==> config.mk <==
export PLATFORM = sky130hd
export DESIGN_NAME = param_fetch
export DESIGN_NICKNAME = d
export VERILOG_FILES = /design/src/rtl/param_pkg.sv /design/src/rtl/param_fifo2.sv /design/src/rtl/param_fetch.sv
export SDC_FILE = /design/constraint.sdc
export NUM_CORES = 1
export LEC_CHECK = 0
export ABC_AREA = 1
export CAP_MARGIN = 20
export CORE_MARGIN = 2
export CORE_UTILIZATION = 35
export CTS_CLUSTER_SIZE = 28
export DETAILED_ROUTE_END_ITERATION = 10
export DONT_BUFFER_PORTS = 1
export PLACE_DENSITY = 0.6
export SKIP_CTS_REPAIR_TIMING = 1
export SLEW_MARGIN = 20
export SYNTH_ARGS = -nofsm -noshare
export SYNTH_HDL_FRONTEND = slang
export SYNTH_HIERARCHICAL = 1
export SYNTH_SLANG_ARGS = --single-unit
==> constraint.sdc <==
create_clock -name clk -period 2.34 [get_ports clk]
set_input_delay 0 -clock clk [delete_from_list [all_inputs] [get_ports clk]]
set_output_delay 0 -clock clk [all_outputs]
set_load 0.1 [all_outputs]
==> src/rtl/param_pkg.sv <==
// Shared types for the parameter-streaming engine: build defaults, FSM state
// encoding and the per-beat tag carried alongside each weight word.
package param_pkg;

  localparam int PARSIZE_DEF = 16;
  localparam int WVEC_DEF    = 9;
  localparam int TAG_CNT_W   = 8;

  typedef enum logic [1:0] {
    IDLE  = 2'd0,
    RUN   = 2'd1,
    DRAIN = 2'd2,
    DONE  = 2'd3
  } state_e;

  typedef struct packed {
    logic [TAG_CNT_W-1:0] o;
    logic [TAG_CNT_W-1:0] i;
    logic                 first_i;
    logic                 last_i;
    logic                 last;
  } beat_tag_t;

endpackage

==> src/rtl/param_fifo2.sv <==
// Two-entry FIFO with occupancy output. The caller guarantees it never pushes
// when full or pops when empty.
module param_fifo2 #(
  parameter int W = 8
) (
  input  logic         clk,
  input  logic         rst_n,
  input  logic         push,
  input  logic [W-1:0] din,
  input  logic         pop,
  output logic [W-1:0] dout,
  output logic [1:0]   count
);

  logic [W-1:0] mem0;
  logic [W-1:0] mem1;
  logic         wr_ptr;
  logic         rd_ptr;

  always_ff @(posedge clk or negedge rst_n) begin
    if (!rst_n) begin
      mem0   <= '0;
      mem1   <= '0;
      wr_ptr <= 1'b0;
      rd_ptr <= 1'b0;
      count  <= 2'd0;
    end else begin
      if (push) begin
        if (wr_ptr) mem1 <= din;
        else        mem0 <= din;
        wr_ptr <= ~wr_ptr;
      end
      if (pop) rd_ptr <= ~rd_ptr;
      count <= count + {1'b0, push} - {1'b0, pop};
    end
  end

  assign dout = rd_ptr ? mem1 : mem0;

endmodule

==> src/rtl/param_fetch.sv <==
// Weight/bias streaming engine: walks o x i over the weight ROM and emits beats
// on a valid/ready stream. Bias path is built only with PARAM_FETCH_BIAS_EN.
module param_fetch
  import param_pkg::*;
#(
  parameter int PARSIZE = PARSIZE_DEF,
  parameter int WVEC    = WVEC_DEF,
  parameter int ADDR_W  = 16,
  parameter int BADDR_W = 8,
  parameter int CNT_W   = 8
) (
  input  logic                    clk,
  input  logic                    rst_n,
  input  logic                    start,
  input  logic [ADDR_W-1:0]       w_base,
  input  logic [ADDR_W-1:0]       pitch,
  input  logic [CNT_W-1:0]        n_out,
  input  logic [CNT_W-1:0]        n_in,
  input  logic [BADDR_W-1:0]      b_base,
  output logic                    busy,
  output logic                    done,
  output logic                    mem_en,
  output logic [ADDR_W-1:0]       mem_addr,
  input  logic [WVEC*PARSIZE-1:0] mem_data,
  output logic [BADDR_W-1:0]      bias_addr,
  input  logic [PARSIZE-1:0]      bias_data,
  output logic                    out_valid,
  input  logic                    out_ready,
  output logic [WVEC*PARSIZE-1:0] out_w,
  output logic [PARSIZE-1:0]      out_b,
  output logic [CNT_W-1:0]        out_o,
  output logic [CNT_W-1:0]        out_i,
  output logic                    out_first_i,
  output logic                    out_last_i,
  output logic                    out_last,
  output logic [1:0]              dbg_state
);

  // Handshake: a beat transfers on a rising edge where out_valid && out_ready;
  // once out_valid rises it and the payload hold until that transfer.
  localparam logic [1:0] ST_IDLE  = IDLE;
  localparam logic [1:0] ST_RUN   = RUN;
  localparam logic [1:0] ST_DRAIN = DRAIN;
  localparam logic [1:0] ST_DONE  = DONE;

  localparam int DW = WVEC * PARSIZE;
  localparam int TW = $bits(beat_tag_t);
`ifdef PARAM_FETCH_BIAS_EN
  localparam int EW = DW + TW + PARSIZE;
`else
  localparam int EW = DW + TW;
`endif

  logic [1:0]        state;
  logic [CNT_W-1:0]  o_cnt, i_cnt, n_out_q, n_in_q;
  logic [ADDR_W-1:0] row_addr, pitch_q;
  logic              infl;
  beat_tag_t         tag_q, new_tag, head_tag;
  logic              issue, last_i_now, last_o_now, fifo_empty, push, pop;
  logic [1:0]        fifo_count;
  logic [EW-1:0]     live_entry, fifo_dout, head;
  logic [DW-1:0]     head_w;

  assign last_i_now = (i_cnt == n_in_q - CNT_W'(1));
  assign last_o_now = (o_cnt == n_out_q - CNT_W'(1));
  // Reads in flight plus buffered beats never exceed the FIFO depth.
  assign issue      = (state == ST_RUN) && ((fifo_count + {1'b0, infl}) < 2'd2);

  assign mem_en   = issue;
  assign mem_addr = row_addr + ADDR_W'(i_cnt);

  assign new_tag.o       = TAG_CNT_W'(o_cnt);
  assign new_tag.i       = TAG_CNT_W'(i_cnt);
  assign new_tag.first_i = (i_cnt == '0);
  assign new_tag.last_i  = last_i_now;
  assign new_tag.last    = last_i_now && last_o_now;

`ifdef PARAM_FETCH_BIAS_EN
  logic [BADDR_W-1:0] b_base_q;
  logic [PARSIZE-1:0] bias_q;
  assign bias_addr  = b_base_q + BADDR_W'(o_cnt);
  assign live_entry = {mem_data, tag_q, bias_q};
`else
  logic unused_bias;
  assign unused_bias = ^{bias_data, b_base};
  assign bias_addr   = '0;
  assign live_entry  = {mem_data, tag_q};
`endif

  // Fall-through: with the FIFO empty, the ROM word is presented the cycle it arrives.
  assign fifo_empty = (fifo_count == 2'd0);
  assign out_valid  = !fifo_empty || infl;
  assign pop        = !fifo_empty && out_ready;
  assign push       = infl && !(fifo_empty && out_ready);
  assign head       = fifo_empty ? live_entry : fifo_dout;
  assign head_w     = head[EW-1 -: DW];
  assign head_tag   = head[EW-DW-1 -: TW];

  param_fifo2 #(.W(EW)) u_fifo (
    .clk   (clk),
    .rst_n (rst_n),
    .push  (push),
    .din   (live_entry),
    .pop   (pop),
    .dout  (fifo_dout),
    .count (fifo_count)
  );

  always_comb begin
    out_w       = '0;
    out_b       = '0;
    out_o       = '0;
    out_i       = '0;
    out_first_i = 1'b0;
    out_last_i  = 1'b0;
    out_last    = 1'b0;
    if (out_valid) begin
      out_w       = head_w;
`ifdef PARAM_FETCH_BIAS_EN
      out_b       = head[PARSIZE-1:0];
`endif
      out_o       = CNT_W'(head_tag.o);
      out_i       = CNT_W'(head_tag.i);
      out_first_i = head_tag.first_i;
      out_last_i  = head_tag.last_i;
      out_last    = head_tag.last;
    end
  end

  assign busy      = (state == ST_RUN) || (state == ST_DRAIN);
  assign done      = (state == ST_DONE);
  assign dbg_state = state;

  always_ff @(posedge clk or negedge rst_n) begin
    if (!rst_n) begin
      state    <= ST_IDLE;
      o_cnt    <= '0;
      i_cnt    <= '0;
      n_out_q  <= '0;
      n_in_q   <= '0;
      row_addr <= '0;
      pitch_q  <= '0;
      infl     <= 1'b0;
      tag_q    <= '0;
`ifdef PARAM_FETCH_BIAS_EN
      b_base_q <= '0;
      bias_q   <= '0;
`endif
    end else begin
      infl <= issue;
      if (issue) begin
        tag_q <= new_tag;
`ifdef PARAM_FETCH_BIAS_EN
        bias_q <= bias_data;
`endif
        if (last_i_now) begin
          i_cnt    <= '0;
          o_cnt    <= o_cnt + CNT_W'(1);
          row_addr <= row_addr + pitch_q;
        end else begin
          i_cnt <= i_cnt + CNT_W'(1);
        end
      end
      case (state)
        ST_IDLE: begin
          if (start) begin
            if (n_out != '0 && n_in != '0) begin
              state    <= ST_RUN;
              n_out_q  <= n_out;
              n_in_q   <= n_in;
              pitch_q  <= pitch;
              row_addr <= w_base;
              o_cnt    <= '0;
              i_cnt    <= '0;
`ifdef PARAM_FETCH_BIAS_EN
              b_base_q <= b_base;
`endif
            end else begin
              state <= ST_DONE;
            end
          end
        end
        ST_RUN:   if (issue && last_i_now && last_o_now) state <= ST_DRAIN;
        ST_DRAIN: if (out_valid && out_ready && head_tag.last) state <= ST_DONE;
        ST_DONE:  state <= ST_IDLE;
        default:  state <= ST_IDLE;
      endcase
    end
  end

endmodule

==> flow_summary_export.csv <==
group,metric,value,unit
run_status,status,"complete, but fails checks",
run_status,violations,"hold timing, setup timing",
floorplan,core-area,65900,µm²
sta,skew,0.0125,ns
logic_synthesis,yosysTopAreaCell,"dfrtp_1",
route,final_antenna_net_count,0,
logic_synthesis,netlist_instances,3297,
critical_path,path_buf_inv,2,
route,post_drt_wl_per_cell,15.1,µm
global_routing,antenna_found_initial,2,
logic_synthesis,netlist_top_cells_area,"dfrtp_1, nand2_1, o21ai_0",
global_routing,grt_start_max_net_pins,417,
finish,drive_gt1_frac,0.121,
global_routing,first_global_vias,18570,
cts,h-tree-depth,2,
critical_path,crit_path_max_fanout,2,
critical_path,worstSetupPathType,"flop to output pin",
floorplan,die_w,262,µm
critical_path,crit_family,"simple AND/OR/NAND/NOR gates",
global_routing,grt_overflow,0,
route,route.detailed.drc,0,
logic_synthesis,synth_common_cells,"nand2_1, o21ai_0, inv_1",
cts,cts_tree,"yes",
sta,fmax,374,MHz
route,vias,21324,
floorplan,initial_utilization,0.354,
finish,regArea,10400,µm²
critical_path,cp-end-kind,"output pin",
route,wl,68500,µm
route,drt-initial-drc-count,1553,
logic_synthesis,synthesis.area,23300,µm²
cts,clock-sinks,416,
critical_path,crit_arrival,2.67,ns
critical_path,crit_chain,"ha_2 -> inv_2 -> fa_2 -> o21ai_2 -> nand4_1 -> nand2_2 -> nand2_4 -> nor3_4 -> nand3_2 -> xnor2_4 -> buf_12",
finish,nets,3887,
critical_path,crit_slowest_cell,"dfrtp_1",
sta,max-slew-margin-rel,0.518,
finish,n_fill_cell,6418,
hold_path,hold_class,"input pin to async pin",
sta,hold_slack,-0.885,ns
critical_path,cp_slowest_stage_delay,0.35,ns
placed_design,globalplace.congestion,0.884,
placed_design,port_buffers,0,
logic_synthesis,synth_most_common_cell,"nand2_1",
logic_synthesis,avgSynthCellArea,7.06,µm²
finish,diodes,0,
cts,clkTransAtPathRegs,0.05,ns
sta,setup_viol,9,
sta,finalMaxSlewViolations,0,
floorplan,ios,429,
placed_design,placed_area,27400,µm²
logic_synthesis,synthDistinctLibCells,36,
sta,tightest_slew,0.723,ns
floorplan,num_rows,94,
logic_synthesis,synth_edf_count,0,
finish,syn_to_final_growth,35.7,%
route,via_per_inst,4.70,
logic_synthesis,synth_flop_cell,"dfrtp_1",
floorplan,dieArea,68600,µm²
sta,min_period_over_period,1.14,
critical_path,required,2.34,ns
cts,cts_inserted_buffers,51,
placed_design,dp_hpwl,43000,µm
run,drv_cap,0,
logic_synthesis,synth-seq-cells,416,
global_routing,grt_pass1_wl,99500,µm
cts,clockRootBuffer,"clkbuf_16",
logic_synthesis,postSynth.asyncResetShare,1.00,
logic_synthesis,yosysWarnings,6,
global_routing,grt.total_usage,0.180,
cts,clk_latency,0.59,ns
finish,multi_input_area,10100,µm²
route,firstDrtPassIters,6,
cts,cts_max_path_buffers,3,
sta,hold_viol,416,
critical_path,worstSetupStartpointType,"flop",
sta,post-route-min-period,2.67,ns
finish,postLayoutCellArea,31600,µm²
sta,rsz0062_at_grt,"yes",
logic_synthesis,synth_top_area_share,0.447,
logic_synthesis,yosysSeqAreaShare,0.447,
critical_path,ff2ff_setup_slack,0.16,ns
sta,worst_slack,-0.334,ns
floorplan,die_h,262,µm
registers in the layout, summed over array words and instances, names as in the netlist, 8 cells and up:
register / flops
live_entry: 19
row_addr: 16
u_fifo/mem0: 163
o_cnt: 8
n_in_q: 8
i_cnt: 8
pitch_q: 16
u_fifo/mem1: 163
n_out_q: 8
metal layers:
metal,wire (µm),GRT usage
met5,22,0
met4,1930,0.0637
met3,3550,0.0395
met2,33500,0.301
met1,29500,0.230
cell type report:
cell class / instances / share of cell area
sequential: 416 / 0.330
timing repair buffer: 464 / 0.191
clock buffer: 71 / 0.0476
multi-input combinational: 2115 / 0.318
clock inverter: 23 / 0.00978
tap: 864 / 0.0342
inverter: 583 / 0.0696
layout by cell type, fill, tap and decap left out, types with 5 or more instances in the layout:
cell	instances
buf_6	21
buf_12	148
o21ai_0	587
inv_1	573
a21oi_1	30
nor2_1	61
conb_1	24
inv_2	9
o21ai_1	97
nand3_1	63
xor2_1	13
xor2_2	5
clkbuf_1	7
clkbuf_8	11
dfrtp_1	410
o211ai_1	5
clkbuf_16	56
nand2_2	7
buf_4	93
nand2_1	1093
dlygate4sd3_1	195
clkinv_2	10
nand3b_1	5
nand4_1	13
bufinv_16	7
o21ai_2	16
nor3_1	9
ha_1	29
xor2_4	5
final timing paths:
check / startpoint / endpoint / depth (start not counted)
max: row_addr[0] / mem_addr[14] / 11
min: rst_n / u_fifo/mem0[126] / 0
max reg2reg: row_addr[0] / row_addr[14] / 10
min reg2reg: u_fifo/mem0[134] / u_fifo/mem0[134] / 2
max in group asynchronous: rst_n / row_addr[6] / 0
min in group clk: w_base[8] / row_addr[8] / 3
metrics by stage:
step | setup WS, ns | util | TNS, ns | cells
detailed placement | 0.0874 | 0.416 | 0 | 4230
floorplan | -0.654 | - | -3.17 | 3320
global placement | 0.0986 | 0.416 | 0 | 4230
global route | -0.495 | 0.480 | -3.12 | 4536
finish | -0.334 | 0.480 | -1.78 | 4536
CTS | -0.577 | 0.443 | -24.11 | 4324
logic make-up (layout without fill, tap and decap cells):
family / count (synthesis) / after routing / synth area share
AND/OR/NAND/NOR: 1274 / 1274 / 0.214
buffers and inverters: 789 / 1141 / 0.143
AO/OA/AOI/OAI: 748 / 748 / 0.162
flip-flops: 416 / 416 / 0.447
adder cells (fa/ha/maj): 36 / 36 / 0.0200
XOR/XNOR: 33 / 33 / 0.0131
other: 1 / 24 / 0.000161
Power is left out: the tool's default activity adds up to more than one toggle a clock period on the data nets, which glitch-free logic cannot reach.
